File: src/rtl/pid_pkg.sv
// rtl/pid_pkg.sv - shared widths, limits and helpers for the PID drive controller
package pid_pkg;

  localparam int ERR_W   = 13;
  localparam int INTEG_W = 18;
  localparam int DRV_W   = 12;
  localparam int CNT_W   = 20;

  localparam logic [INTEG_W-1:0] INTEG_MAX = 18'h1FFFF;

  // Derivative saturation limits, held at the 14-bit width of the raw difference
  localparam logic signed [13:0] D_SAT_MAX = 14'sd511;
  localparam logic signed [13:0] D_SAT_MIN = -14'sd512;

  // Largest drive magnitude, at the 15-bit width of the PID sum
  localparam logic signed [14:0] DRV_MAX = 15'sd4095;

  // Decimation masks: tick fires when every masked counter bit is one
  localparam logic [CNT_W-1:0] TICK_MASK_FAST = 20'h07FFF;
  localparam logic [CNT_W-1:0] TICK_MASK_FULL = 20'hFFFFF;

  function automatic logic signed [9:0] sat_diff(input logic signed [13:0] d);
    if (d > D_SAT_MAX) begin
      return D_SAT_MAX[9:0];
    end else if (d < D_SAT_MIN) begin
      return D_SAT_MIN[9:0];
    end else begin
      return d[9:0];
    end
  endfunction

endpackage

File: src/rtl/pid_integrator.sv
// rtl/pid_integrator.sv - clamped decimated integrator of the current error
//
// Ports:
//   clk, rst_n     clock and asynchronous active-low reset
//   tick           decimation strobe; accumulate error when high
//   not_pedaling   clears the integrator; wins over tick
//   error          signed 13-bit current error
//   integ          18-bit integrator, always within [0, 0x1FFFF]
module pid_integrator
  import pid_pkg::*;
(
  input  logic                      clk,
  input  logic                      rst_n,
  input  logic                      tick,
  input  logic                      not_pedaling,
  input  logic signed [ERR_W-1:0]   error,
  output logic signed [INTEG_W-1:0] integ
);

  // One extra bit so the add cannot wrap before the clamp looks at it
  logic signed [INTEG_W:0]   sum;
  logic signed [INTEG_W-1:0] clamped;

  assign sum = {integ[INTEG_W-1], integ} + {{(INTEG_W+1-ERR_W){error[ERR_W-1]}}, error};

  always_comb begin
    clamped = sum[INTEG_W-1:0];
    if (sum[INTEG_W]) begin
      clamped = '0;
    end else if (sum > $signed({1'b0, INTEG_MAX})) begin
      clamped = INTEG_MAX;
    end
  end

  always_ff @(posedge clk or negedge rst_n) begin
    if (!rst_n) begin
      integ <= '0;
    end else if (not_pedaling) begin
      integ <= '0;
    end else if (tick) begin
      integ <= clamped;
    end
  end

endmodule

File: src/rtl/pid_ctrl.sv
// rtl/pid_ctrl.sv - PID controller producing motor drive magnitude from current error
//
// Optional derivative path enabled by macro PID_D_TERM_EN.
//
// Parameters:
//   FAST_SIM       1: 15-bit decimation period, 0: full 20-bit period
// Ports:
//   clk, rst_n     clock and asynchronous active-low reset
//   error          signed 13-bit target minus average current
//   not_pedaling   high while the rider is not pedaling
//   drv_mag        unsigned 12-bit drive magnitude, registered
module pid_ctrl
  import pid_pkg::*;
#(
  parameter int FAST_SIM = 1
) (
  input  logic                    clk,
  input  logic                    rst_n,
  input  logic signed [ERR_W-1:0] error,
  input  logic                    not_pedaling,
  output logic [DRV_W-1:0]        drv_mag
);

  localparam logic [CNT_W-1:0] TICK_MASK = (FAST_SIM != 0) ? TICK_MASK_FAST : TICK_MASK_FULL;

  logic [CNT_W-1:0]          cnt;
  logic                      tick;
  logic signed [INTEG_W-1:0] integ;
  logic signed [13:0]        p_term;
  logic signed [13:0]        i_term;
  logic signed [13:0]        d_term;
  logic signed [14:0]        pid_sum;
  logic [DRV_W-1:0]          drv_next;

  always_ff @(posedge clk or negedge rst_n) begin
    if (!rst_n) begin
      cnt <= '0;
    end else begin
      cnt <= cnt + 1'b1;
    end
  end

  assign tick = ((cnt & TICK_MASK) == TICK_MASK);

  pid_integrator u_integ (
    .clk          (clk),
    .rst_n        (rst_n),
    .tick         (tick),
    .not_pedaling (not_pedaling),
    .error        (error),
    .integ        (integ)
  );

  assign p_term = {error[ERR_W-1], error};

  // Integrator sign bit is always 0 after the clamp; the low five bits are sub-LSB
  assign i_term = {2'b00, integ[16:5]};

  logic unused_integ_bits;
  assign unused_integ_bits = &{1'b0, integ[INTEG_W-1], integ[4:0]};

`ifdef PID_D_TERM_EN
  logic signed [ERR_W-1:0] prev_err;
  logic signed [13:0]      diff;
  logic signed [9:0]       diff_sat;

  always_ff @(posedge clk or negedge rst_n) begin
    if (!rst_n) begin
      prev_err <= '0;
    end else if (tick) begin
      prev_err <= error;
    end
  end

  assign diff     = {error[ERR_W-1], error} - {prev_err[ERR_W-1], prev_err};
  assign diff_sat = sat_diff(diff);
  assign d_term   = {{3{diff_sat[9]}}, diff_sat, 1'b0};
`else
  assign d_term = '0;
`endif

  // 15 bits hold the worst case 4095 + 4095 + 1022 and -4096 - 1024
  assign pid_sum = {p_term[13], p_term} + {i_term[13], i_term} + {d_term[13], d_term};

  always_comb begin
    drv_next = pid_sum[DRV_W-1:0];
    if (pid_sum[14]) begin
      drv_next = '0;
    end else if (pid_sum > DRV_MAX) begin
      drv_next = '1;
    end
  end

  always_ff @(posedge clk or negedge rst_n) begin
    if (!rst_n) begin
      drv_mag <= '0;
    end else begin
      drv_mag <= drv_next;
    end
  end

endmodule
File: config.mk
export PLATFORM = sky130hd
export DESIGN_NAME = pid_ctrl
export DESIGN_NICKNAME = d
export VERILOG_FILES = /design/src/rtl/pid_pkg.sv /design/src/rtl/pid_integrator.sv /design/src/rtl/pid_ctrl.sv
export SDC_FILE = /design/constraint.sdc
export NUM_CORES = 1
export LEC_CHECK = 0
export CAP_MARGIN = 30
export CORE_MARGIN = 4
export CORE_UTILIZATION = 53
export CTS_CLUSTER_SIZE = 30
export DETAILED_ROUTE_END_ITERATION = 10
export HOLD_SLACK_MARGIN = 0.03
export PLACE_DENSITY_LB_ADDON = 0.05
export RECOVER_POWER = 100
export SETUP_SLACK_MARGIN = 0.3
export SLEW_MARGIN = 20
export SYNTH_ARGS = -nofsm -noshare
export SYNTH_HDL_FRONTEND = slang
export SYNTH_HIERARCHICAL = 1
export SYNTH_SLANG_ARGS = --single-unit
File: constraint.sdc
create_clock -name clk -period 2.3 [get_ports clk]
set_clock_uncertainty 0.15 [all_clocks]
set_input_delay 0.345 -clock clk [delete_from_list [all_inputs] [get_ports clk]]
set_output_delay 0.345 -clock clk [all_outputs]
set_load 0.01 [all_outputs]
==> flow_summary.yaml <==
pwr:
  p_total_mw: 1.79
  power_density_nw_per_um2: 326
  vdd_ir_drop_max_mv: 0.244
  power.leakage_nw: 2.62
clock_network:
  cts_max_level: 2
  worstSkewPairLatency_ns: 0.30
  path_clk_slew_ns: 0.10
  cts_tree: "built"
  cts-root-buf: "clkbuf_8"
  cts_sinks: 45
  cts_buffers: 5
  clock_path_buffers: 2
die:
  die_width_um: 88.4
  rows: 29
  die_area_um2: 7810
  start_util_pct: 54.2
  dieHeight_um: 88.4
  core_area_um2: 6310
  io_pins: 28
final_layout:
  final_util_pct: 86.8
  regArea_um2: 1130
  layout.nets: 603
  diodes: 0
  drive_gt1_share_pct: 44.3
  syn_to_final_growth_pct: 60.1
  nFillCells: 338
  finalInstanceArea_um2: 5480
  multi_input_area_um2: 2640
sta:
  worst_slack_ns: -0.271
  timing.final.crit_share_pct: 112
  tns_ns: -4.65
  period_needed_ns: 2.57
  maxSlewViolCount: 0
  holdWs_ns: 0.328
  rsz0062_at_grt: "yes"
  setup_violations: 29
  worst_pin_slew_ns: 1.14
  hold_viol_final: 0
  timing.fmax_ghz: 0.389
  slew_headroom_pct: 23.9
synthesis:
  ys_ff_latch: 45
  synth_ff_type: "dfrtp_1"
  ys.warnings.count: 6
  avgSynthCellArea_um2: 9.05
  netlist_area_um2: 3420
  syn_inst: 378
  synth_edf_count: 0
  ys_types: 58
  async_flop_share_pct: 100
  synth_nets: 427
  seq_area_frac_synth_pct: 32.9
run:
  cap_viol_max_count: 0
global_routing:
  track_usage_pct: 27.3
  grt_pass1_wl_um: 16800
  grt-ovfl-total: 0
  grt_pass1_vias: 3698
  antenna_found_initial: 0
  grt_max_degree: 46
placement:
  gp_congestion: 0.893
  placed_area_um2: 4780
  io_buffers: 27
  hpwl_um: 7460
detailed_routing:
  drt-wirelength-per-cell_um: 17.8
  viasPerCell: 5.88
  first_pass_iters: 5
  drc: 0
  first_iter_violations: 206
  num_vias: 3714
  antenna_left: 0
  routed_wl_um: 11300
worst_setup_path:
  setup.worst_path.start_class: "register"
  crit_arrival_ns: 2.64
  path_class: "register to register"
  cp-end-kind: "register"
  worst_ep_required_time_ns: 2.37
  critical_path_peak_fanout: 3
run_status:
  violations: "setup timing"
  status: "finished, violations left"
min_path:
  hold_class: "register to register"
==> final cells by class <==
class,instances,share of cell area (%)
Clock inverter,3,0.799
Sequential cell,45,20.6
Inverter,17,1.16
Clock buffer,5,1.26
Tap cell,77,1.76
Multi-Input combinational cell,310,48.2
Timing Repair Buffer,175,26.3
==> flip-flops by register name (all words and copies together), names as in the netlist <==
name / count
cnt: 15
u_integ/integ: 18
drv_mag: 12
==> cells by family after synthesis <==
kind of cell / Yosys count / synth area share [%]
muxes: 4 / 1.17
AOI/OAI and AO/OA: 111 / 22.5
DFF: 45 / 32.9
buffers and inverters: 23 / 3.07
adders and majority gates: 33 / 12.5
and+or+nand+nor: 128 / 19.1
xor gates and xnor gates: 34 / 8.70
==> synth_stat cells, types with 6 or more instances <==
| master | n | area (um^2) |
|---|---|---|
| dfrtp_1 | 45 | 1130 |
| nand2_1 | 34 | 128 |
| ha_1 | 31 | 388 |
| a21oi_1 | 30 | 150 |
| nor2_1 | 27 | 101 |
| xnor2_1 | 21 | 184 |
| inv_1 | 17 | 63.8 |
| nand3_1 | 15 | 75.1 |
| xor2_1 | 13 | 114 |
| a211oi_1 | 12 | 90.1 |
| and3_1 | 11 | 68.8 |
| o21ai_0 | 11 | 55.1 |
| nor3_1 | 10 | 50.1 |
| o21ai_2 | 10 | 87.6 |
| a21o_1 | 8 | 60.1 |
| nand2b_1 | 7 | 43.8 |
| nor2b_1 | 7 | 43.8 |
| o211ai_1 | 7 | 52.6 |
| o21a_1 | 6 | 45.0 |
==> through the flow <==
| stage | instances | setup slack [ns] |
|---|---|---|
| floorplan | 378 | -0.173 |
| global placement | 594 | -0.688 |
| detailed placement | 595 | -0.803 |
| CTS | 623 | -0.207 |
| global route | 632 | -0.320 |
| finish | 632 | -0.271 |
==> power by group <==
group          total (mW)  switching [mW]  internal, mW
Clock               0.621           0.295         0.326
Sequential          0.804         0.00264         0.802
Combinational       0.361           0.186         0.174
==> worst paths after layout <==
| kind | slack, ns | end | startpoint | cells past startpoint |
|---|---|---|---|---|
| setup / recovery | -0.27 | u_integ/integ[12]$_DFFE_PN0P_ | u_integ/integ[6]$_DFFE_PN0P_ | 9 |
| hold / removal | 0.33 | cnt[11]$_DFF_PN0_ | cnt[11]$_DFF_PN0_ | 1 |
| setup reg to reg | -0.27 | u_integ/integ[12]$_DFFE_PN0P_ | u_integ/integ[6]$_DFFE_PN0P_ | 9 |
| hold reg to reg | 0.33 | cnt[11]$_DFF_PN0_ | cnt[11]$_DFF_PN0_ | 1 |
| max in group asynchronous | 0.48 | u_integ/integ[9]$_DFFE_PN0P_ | rst_n | 3 |
| min in group asynchronous | 0.74 | cnt[5]$_DFF_PN0_ | rst_n | 3 |
==> layout by cell type, fill, tap and decap left out, types with 4 or more instances in the layout <==
master	synthesis	layout
o21ai_0	11	5
nand2_1	34	33
nand2b_1	7	6
xor2_1	13	13
clkbuf_8	0	5
o21ai_1	4	6
nor3_1	10	5
ha_1	31	22
dlygate4sd2_1	0	8
nand3_1	15	14
a211oi_2	0	9
inv_1	17	15
a21oi_2	1	6
a21o_1	8	8
nor2b_1	7	6
dlygate4sd3_1	0	13
buf_6	2	16
dfrtp_1	45	44
nor2_1	27	17
buf_4	1	124
a31oi_1	4	4
xnor2_1	21	19
and3_1	11	8
a21oi_1	30	23
o211ai_1	7	7
o21a_1	6	4
nor2_2	0	8
o21ai_2	10	12
ha_4	0	6
nor3_4	0	4
clkdlybuf4s50_1	0	5
==> worst max-delay path: stages (launching register included) <==
cell and delay [ns]:
dfrtp_1 0.40, buf_4 0.15, ha_1 0.34, a21oi_1 0.10, o21ai_0 0.27, buf_4 0.18
nor2_2 0.05, and3_4 0.18, or3_4 0.40, a311oi_2 0.26
==> metal layers <==
layer,vias up,global-route usage (%),share of wire (%)
met5,-,0,0
met2,158,52.0,53
met1,1776,30.8,39
li1,1730,-,-
met3,50,3.72,5.1
met4,0,9.75,3.9
==> what timing repair did <==
item,in CTS,in global routing
endpoints found under the setup margin,29,30
hold endpoints to repair,45,0
resized for setup,53,38
hold buffers,1,0
pin swaps,22,37
setup buffers,19,9
(Power assumes the default switching activity.)
